==> config.mk <==
export PLATFORM = sky130hd
export DESIGN_NAME = vote_display_controller
export DESIGN_NICKNAME = d
export VERILOG_FILES = /design/src/rtl/vote_display_controller.sv
export SDC_FILE = /design/constraint.sdc
export NUM_CORES = 1
export LEC_CHECK = 0
export ABC_AREA = 1
export CORE_MARGIN = 5
export CORE_UTILIZATION = 50
export DETAILED_ROUTE_END_ITERATION = 12
export PLACE_DENSITY = 0.74
export SYNTH_ARGS = -nofsm -noshare
export SYNTH_HDL_FRONTEND = slang
export SYNTH_SLANG_ARGS = --single-unit
==> constraint.sdc <==
create_clock -name clk_100MHz -period 6.85 [get_ports clk_100MHz]
set_input_delay 1.0275 -clock clk_100MHz [delete_from_list [all_inputs] [get_ports clk_100MHz]]
set_output_delay 1.0275 -clock clk_100MHz [all_outputs]
set_load 0.02 [all_outputs]
==> src/rtl/vote_display_controller.sv <==
// vote_display_controller: picks one of four binary vote totals, saturates it
// to 9999, converts it to four BCD digits with a sequential double-dabble
// (one iteration per clock) and holds the result for the seven-segment driver.
// The displayed candidate advances on a button pulse or after a dwell time in
// auto-rotate mode, and the same candidate is re-converted when its count moves.
//
// Handshake/timing contract: busy is high exactly while a conversion runs
// (LOAD + 14 SHIFT cycles); the digit outputs change only on the edge that
// ends the last SHIFT cycle, so they never show partial BCD values.
module vote_display_controller #(
  parameter int DWELL_CYCLES = 200000000,
  parameter int CNT_W        = 14
) (
  input  logic             clk_100MHz,
  input  logic             reset,
  input  logic [CNT_W-1:0] count0,
  input  logic [CNT_W-1:0] count1,
  input  logic [CNT_W-1:0] count2,
  input  logic [CNT_W-1:0] count3,
  input  logic             next_btn,
  input  logic             auto_en,
  output logic [3:0]       ones,
  output logic [3:0]       tens,
  output logic [3:0]       hundreds,
  output logic [3:0]       thousands,
  output logic [1:0]       cand_sel,
  output logic             busy,
  output logic [1:0]       state_dbg
);

  localparam int DW = (DWELL_CYCLES > 1) ? $clog2(DWELL_CYCLES) : 1;
  localparam logic [DW-1:0] DWELL_LAST = DW'(DWELL_CYCLES - 1);

  typedef enum logic [1:0] {IDLE, LOAD, SHIFT, HOLD} state_t;

  state_t         state;
  logic [13:0]    snap;
  logic [13:0]    bin_sr;
  logic [15:0]    bcd_sr;
  logic [3:0]     iter;
  logic [DW-1:0]  dwell;
  logic           pending;

  logic [CNT_W-1:0] sel_count;
  logic [13:0]      sel_sat;
  logic [15:0]      bcd_adj;
  logic [15:0]      bcd_next;
  logic             expire;
  logic             advance;
  logic             stale;

  assign state_dbg = state;

  // Select the count of the candidate currently shown.
  always_comb begin
    sel_count = count0;
    case (cand_sel)
      2'd0: sel_count = count0;
      2'd1: sel_count = count1;
      2'd2: sel_count = count2;
      2'd3: sel_count = count3;
      default: sel_count = count0;
    endcase
  end

  // Clamp the selected count to the four-digit display range.
  always_comb begin
    if (sel_count > CNT_W'(9999)) sel_sat = 14'd9999;
    else                          sel_sat = sel_count[13:0];
  end

  // One double-dabble step: add 3 to nibbles >= 5, then shift in the binary MSB.
  always_comb begin
    bcd_adj = bcd_sr;
    for (int i = 0; i < 4; i++) begin
      if (bcd_sr[4*i +: 4] >= 4'd5) bcd_adj[4*i +: 4] = bcd_sr[4*i +: 4] + 4'd3;
    end
    bcd_next = 16'({bcd_adj, bin_sr[13]});
  end

  // Decisions taken while holding a finished display.
  always_comb begin
    expire  = auto_en && (dwell == DWELL_LAST);
    advance = next_btn || pending || expire;
    stale   = (sel_sat != snap);
  end

  // Control FSM with registered outputs.
  always_ff @(posedge clk_100MHz or posedge reset) begin
    if (reset) begin
      state     <= IDLE;
      cand_sel  <= 2'd0;
      busy      <= 1'b0;
      ones      <= 4'd0;
      tens      <= 4'd0;
      hundreds  <= 4'd0;
      thousands <= 4'd0;
      snap      <= 14'd0;
      bin_sr    <= 14'd0;
      bcd_sr    <= 16'd0;
      iter      <= 4'd0;
      dwell     <= '0;
      pending   <= 1'b0;
    end else begin
      case (state)
        IDLE: begin
          state <= LOAD;
          busy  <= 1'b1;
        end
        LOAD: begin
          snap   <= sel_sat;
          bin_sr <= sel_sat;
          bcd_sr <= 16'd0;
          iter   <= 4'd0;
          state  <= SHIFT;
          if (next_btn) pending <= 1'b1;
        end
        SHIFT: begin
          if (next_btn) pending <= 1'b1;
          bcd_sr <= bcd_next;
          bin_sr <= {bin_sr[12:0], 1'b0};
          iter   <= iter + 4'd1;
          if (iter == 4'd13) begin
            {thousands, hundreds, tens, ones} <= bcd_next;
            state <= HOLD;
            busy  <= 1'b0;
          end
        end
        HOLD: begin
          if (advance) begin
            // Button, pending request and dwell expiry together still move one step.
            cand_sel <= cand_sel + 2'd1;
            dwell    <= '0;
            pending  <= 1'b0;
            state    <= LOAD;
            busy     <= 1'b1;
          end else if (stale) begin
            state <= LOAD;
            busy  <= 1'b1;
          end else if (auto_en) begin
            dwell <= dwell + 1'b1;
          end else begin
            dwell <= '0;
          end
        end
        default: begin
          state <= IDLE;
          busy  <= 1'b0;
        end
      endcase
    end
  end

endmodule

======== Yosys cells after proc, flatten, opt, wreduce, memory -nomap -nowiden ========
Index checks and enable logic that the tools add are counted.
word-level totals
  bits in registers ....................... 98
  input bits .............................. 60
  output and inout port bits .............. 21
  logic and storage cells ................. 77
operators by class
  $add $sub $neg .......................... 7
  magnitude comparators ................... 5
  eq/ne operators ......................... 14
  multiplexer cells ....................... 23
  reduce and logical (&&, ||, !) cells .... 15
operators by type and width
  cell                                                 number
  two-way mux 28 bit                                   3
  one-hot mux 14 bit (4 select lines)                  1
  one-hot mux 16 bit (2 select lines)                  1
  adder 28 x 1 -> 28 bit, second input constant        1
  equality test 28 bit, second input constant          1
  one-hot mux 14 bit (2 select lines)                  1
  >= comparator 4 x 3 -> 1 bit, second input constant  4
  > comparator 14 bit, second input constant           1
  two-way mux 14 bit                                   1
  inequality test 14 bit                               1
  adder 4 x 2 -> 4 bit, second input constant          3
  two-way mux 4 bit                                    3
  equality test 2 bit, second input constant           4
  one-hot mux 2 bit (4 select lines)                   1
  one-hot mux 4 bit (2 select lines)                   1
  AND reduction 2 bit                                  4
  two-way mux 2 bit                                    3
  inequality test 2 bit, second input constant         3
  AND reduction 3 bit                                  2
  two-way mux 1 bit                                    5
  adder 4 x 1 -> 4 bit, second input constant          1
  equality test 2 x 1 -> 1 bit, second input constant  2
  equality test 4 bit, second input constant           1
  zero test 2 bit                                      2
  other kinds (12)                                     14

======== Logic depth before layout (Yosys ltp) ========
  word-level depth ........................ 8
  gate-level depth with buffers ........... 25
  mapped depth without buffers ............ 22

======== Worst setup path before layout ========
Ideal clock, no wire load.
  path type ............................... in2reg
  start point ............................. input count1[4]
  end point ............................... register dwell[12]
  setup time .............................. 0.118 ns
  data arrival time ....................... 2.627 ns
  data required time ...................... 6.732 ns
  slack ................................... 4.106 ns
  stages on the path ...................... 22
  buffers on the path ..................... 2
  cell sequence ........................... nand2_1 -> nand2_1 -> nor2_1 -> nor2_1 -> nor2_1 -> nand2_1 -> nand2_1 -> nand2_1 -> nand2_2 -> buf_6 -> nand2_1 -> nand2_1 -> nand2_1 -> nor2_1 -> nand2_1 -> nor2_2 -> nand2_1 -> nand2_2 -> nand2_4 -> buf_6 -> nand2_1 -> nand2_1
between the ends
  cells in the longest elaborated chain, start to end .. 6
RTL lines
  item                                     line  source
  start, declared                          17    input logic [CNT_W-1:0] count1,
  one-hot mux 14 bit (4 select lines) (*)  57    case (cand_sel)
  > comparator 14 bit                      68    if (sel_count > CNT_W'(9999)) sel_sat = 14'd9999;
  two-way mux 14 bit (*)                   68
  inequality test 14 bit (*)               85    stale = (sel_sat != snap);
  inequality test 2 bit (no line) (*)      --
  AND reduction 2 bit (no line) (*)        --
  end signal, assigned                     141   dwell <= dwell + 1'b1;
  end, declared                            41    logic [DW-1:0] dwell;
Mark *: on every way between the ends. The rest lies on a longest branch, timed or not.
A chain may end at the register's enable or synchronous reset.

======== Worst setup path after layout ========
  start point ............................. input count1[4]
  end point ............................... register dwell[11]
The elaborated chain is that of the path after synthesis.

==> summary.md <==
| Metric | Value |
|---|---|
| Sequential fraction of the synthesis area | around 43% |
| Ports | 81 |
| Top sig layer | met4 |
| Synth top cells by count | nand2_1 (242), dfrtp_1 (98), inv_1 (87), nor2_1 (60), o21ai_0 (55) |
| Crit-path max FO | 23 |
| Logic pwr share | about half |
| Antenna diodes | 0 |
| Clock-pin slew on the worst setup and hold paths | roughly 0.07 ns |
| Post-cts resize count | 0 |
| Final Hold Vio Count | 0 |
| Mux cell area share after synthesis | 0% |
| PwrDens | 390 nW/um^2 |
| CTS tree | yes |
| Initial DRC Count | around 340 |
| Clock share of power | ~18% |
| Hold depth | 2 |
| DRT met1 WL | about 6000 um |
| Bufs and invs on worst path | 2 |
| FFs w/ async S/R, synth | 100% |
| Layout overhead on the synthesized area | 18.9% |
| Via count | 5040 |
| Core Region | between 10000 and 15000 um^2 |
| Largest net degree at the start of global routing | around 80 |
| Startpoint Class | input port |
| Worst-margin pin slew | ~1.2 ns |
| Critical-path top delay cell | clkdlybuf4s50_1 |
| Clock tree buffer depth | 2 |
| Worst r2r dst | dwell[11] |
| Final Max Slew Viols | 0 |
| Clk_lat worst skew | around 0.34 ns |
| Tot GR Track Use | just over 20% |
| Worst Setup Slack, final | ~3.4 ns |
| GR Overflow Total | 0 |
| Synth Area in Simple Gates | ~28% |
| Gpl congestion | 0.913 |
| F_max | between 0.2 and 0.3 GHz |
| Pre-CTS setup slack | between 3 and 4 ns |
| Iteration count of the initial detailed-routing pass | 5 |
| Worst Hold Class | flop to flop |
| Post-route clock period utilization | 50.5% |
| Synth area leader | dfrtp_1 |
| Flop2flop setup slack | around 3.4 ns |
| Yosys reg bits | roughly 100 |
| CP top delay family | simple AND/OR/NAND/NOR gates |
| Arrival time worst endpoint | ~3.7 ns |
| Psw | 1.17 mW |
| Min-Delay Endpoint | tens[3] |
| P_leak | between 3 and 4 nW |
| WL met3 | between 800 and 900 um |
| Vias in the first global route | 4921 |
| First-pass GRT wire length | ~22000 um |
| Placement Cell Area | around 6500 um^2 |
| Setup CP Type | input port to flop |
| Cts-stage hold buffer count | 0 |
| Post-Synthesis Cell Area | around 5700 um^2 |
| Reg2reg start | cand_sel[0] |
| Synth area leaders | dfrtp_1 (43%), nand2_1 (16%), inv_1 (5.7%) |
| Wire length per cell | around 14 um |
| Total power | ~2.6 mW |
| Main combinational cell family by area after synthesis | simple AND/OR/NAND/NOR gates |
| Clk_skew | 0.0120 ns |
| Chip width | roughly 120 um |
| Status | completed |
| Worst reg-to-reg path cell count | 21 |
| Sw Share | between 40 and 50% |
| DP HPWL | between 9000 and 10000 um |
| Ys Warns | 0 |
| Crit path time final | around 3.5 ns |
| Total die area | around 14000 um^2 |
| Placement Rows | 39 |
| Synth Area in Compound Gates | about a tenth |
| Internal power | around 1.5 mW |
| Met2 routed WL | 5820 um |
| Crit path top cell by count | nand2_1 |
| CTS Buf Count | 9 |
| Final net count | 894 |
| Port-buffer cells | 80 |
| CTS sink count | 98 |
| Final WL | ~13000 um |
| CP endpoint kind | flop |
| Xor/xnor share of the synthesized area | under 10% |
| Reg power frac | approximately a third |
| Slowest stage delay, CP | 0.46 ns |
| Syn_area_per_cell | 7.57 um^2 |
| Max-Cap Viols | 0 |
| Antenna violations before repair | 0 |
| Die height | 117 um |
| WP data required | between 7 and 8 ns |
| Post-CTS Setup Bufs | 0 |
| Setup Viol. Count Final | 0 |
| Min-delay src | tens[3] |
| Post-Syn Nets | around 830 |
| Setup TNS | 0 ns |
| Synth cell types | 34 |
| RSZ-0062 raised after global routing | no |
| Synth Area in Adders | 4.40% |
| Design area | just under 7000 um^2 |
| EDFF count, synth | 0 |
| CTS root buffer | clkbuf_16 |
| Via density | roughly 5.3 |
| Worst-path cell chain | clkdlybuf4s50_1, nand2_1, nand2_1, nor2_1, nor2_1, nor2_1, nand2_1, nand2_1, nand2_1, nand2_2, nand2_1, or2_2, nand3_1, nor2_2, nand3_2, inv_2, nand3b_1, nand2_1 |
| Post-Synthesis Cells | 752 |
| Post-route ant nets | 0 |
| Layout cells sized above 1 | 3.06% |
| Top_reg_cell synth | dfrtp_1 |
| Initial core utilization | around half |
| Slew HR | roughly 22% |
| Post-layout util | roughly 60% |
| Most frequent cell after synthesis | nand2_1 |
| Htree depth | 3 |
| Top-area cell type share of the netlist area | between 40% and 50% |
| VDD IR max | slightly above 200 uV |
| DRC Markers | 0 |
[power by group through the flow]
stage | combinational [mW] | sequential [mW] | clock (mW)
floorplan | 0.939 | 0.887 | 0
global placement | 1.31 | 0.832 | 0
detailed placement | 1.34 | 0.838 | 0
CTS | 1.35 | 0.829 | 0.477
global route | 1.53 | 0.846 | 0.498
finish | 1.34 | 0.827 | 0.468
[how the worst max path moves through the flow]
stage / start / endpoint / depth (start not counted)
after global placement: count1[4] / dwell[9] / 20
after CTS: cand_sel[0] / dwell[11] / 21
after global routing: cand_sel[0] / dwell[2] / 21
final: count1[4] / dwell[11] / 18
after floorplan: reset / bcd_sr[0] / 1
after detailed placement: count1[4] / dwell[21] / 18
[placed cells by master (no fill, tap or decap), types with 2 or more instances in the layout]
cell type	count
ha_1	20
clkdlybuf4s50_1	80
nand2_2	2
xnor2_1	15
nand3b_1	12
o22ai_1	17
nor3_1	4
a41oi_1	3
inv_2	2
nor2_2	2
o21ai_0	55
or2_2	2
o21ai_1	2
nand4_1	9
nand3_1	45
dfrtp_1	98
nor2_1	60
nor4_1	3
a31oi_1	2
a21oi_1	6
nand2_1	242
clkbuf_16	9
xor2_1	15
inv_1	86
o221ai_1	13
[worst min-delay path, stage by stage (launching register included)]
cell,delay [ns]
dfrtp_1,0.34
nand2_1,0.05
o21ai_0,0.06
[cell families (layout without fill, tap and decap cells)]
family	Yosys count	after routing
compound gates	100	100
simple gates	385	385
flops	98	98
fa+ha+maj	20	20
buf+inv	119	184
xor+xnor	30	30
[per-layer routing]
metal | track usage [%] | up-vias
li1 | - | 2534
met1 | 27.4 | 2323
met2 | 31.2 | 155
met3 | 5.08 | 28
met4 | 8.03 | 0
met5 | 0 | -
[stage by stage]
step,hold WS [ns],instances
after detailed placement,0.477,946
after global routing,0.503,960
after floorplan,0.446,752
after CTS,0.490,960
final,0.488,960
after global placement,0.464,946
[state kept, by name (all words and copies together), names as in the netlist]
register / cells
dwell: 28
bcd_sr: 16
bin_sr: 14
snap: 14
hundreds: 4
iter: 4
ones: 4
tens: 4
thousands: 4
cand_sel: 2
state_dbg: 2
busy: 1
pending: 1
[final cells by class]
| cell class | count | area (um^2) |
|---|---|---|
| clock inverters | 3 | 25.0 |
| flip-flops and latches | 98 | 2450 |
| inverters | 89 | 337 |
| repair buffers | 81 | 808 |
| multi-input cells | 535 | 2720 |
| clock buffers | 11 | 243 |
| fillers | 996 | 4510 |
| well taps | 143 | 179 |
Power figures use the tool's default switching activity.
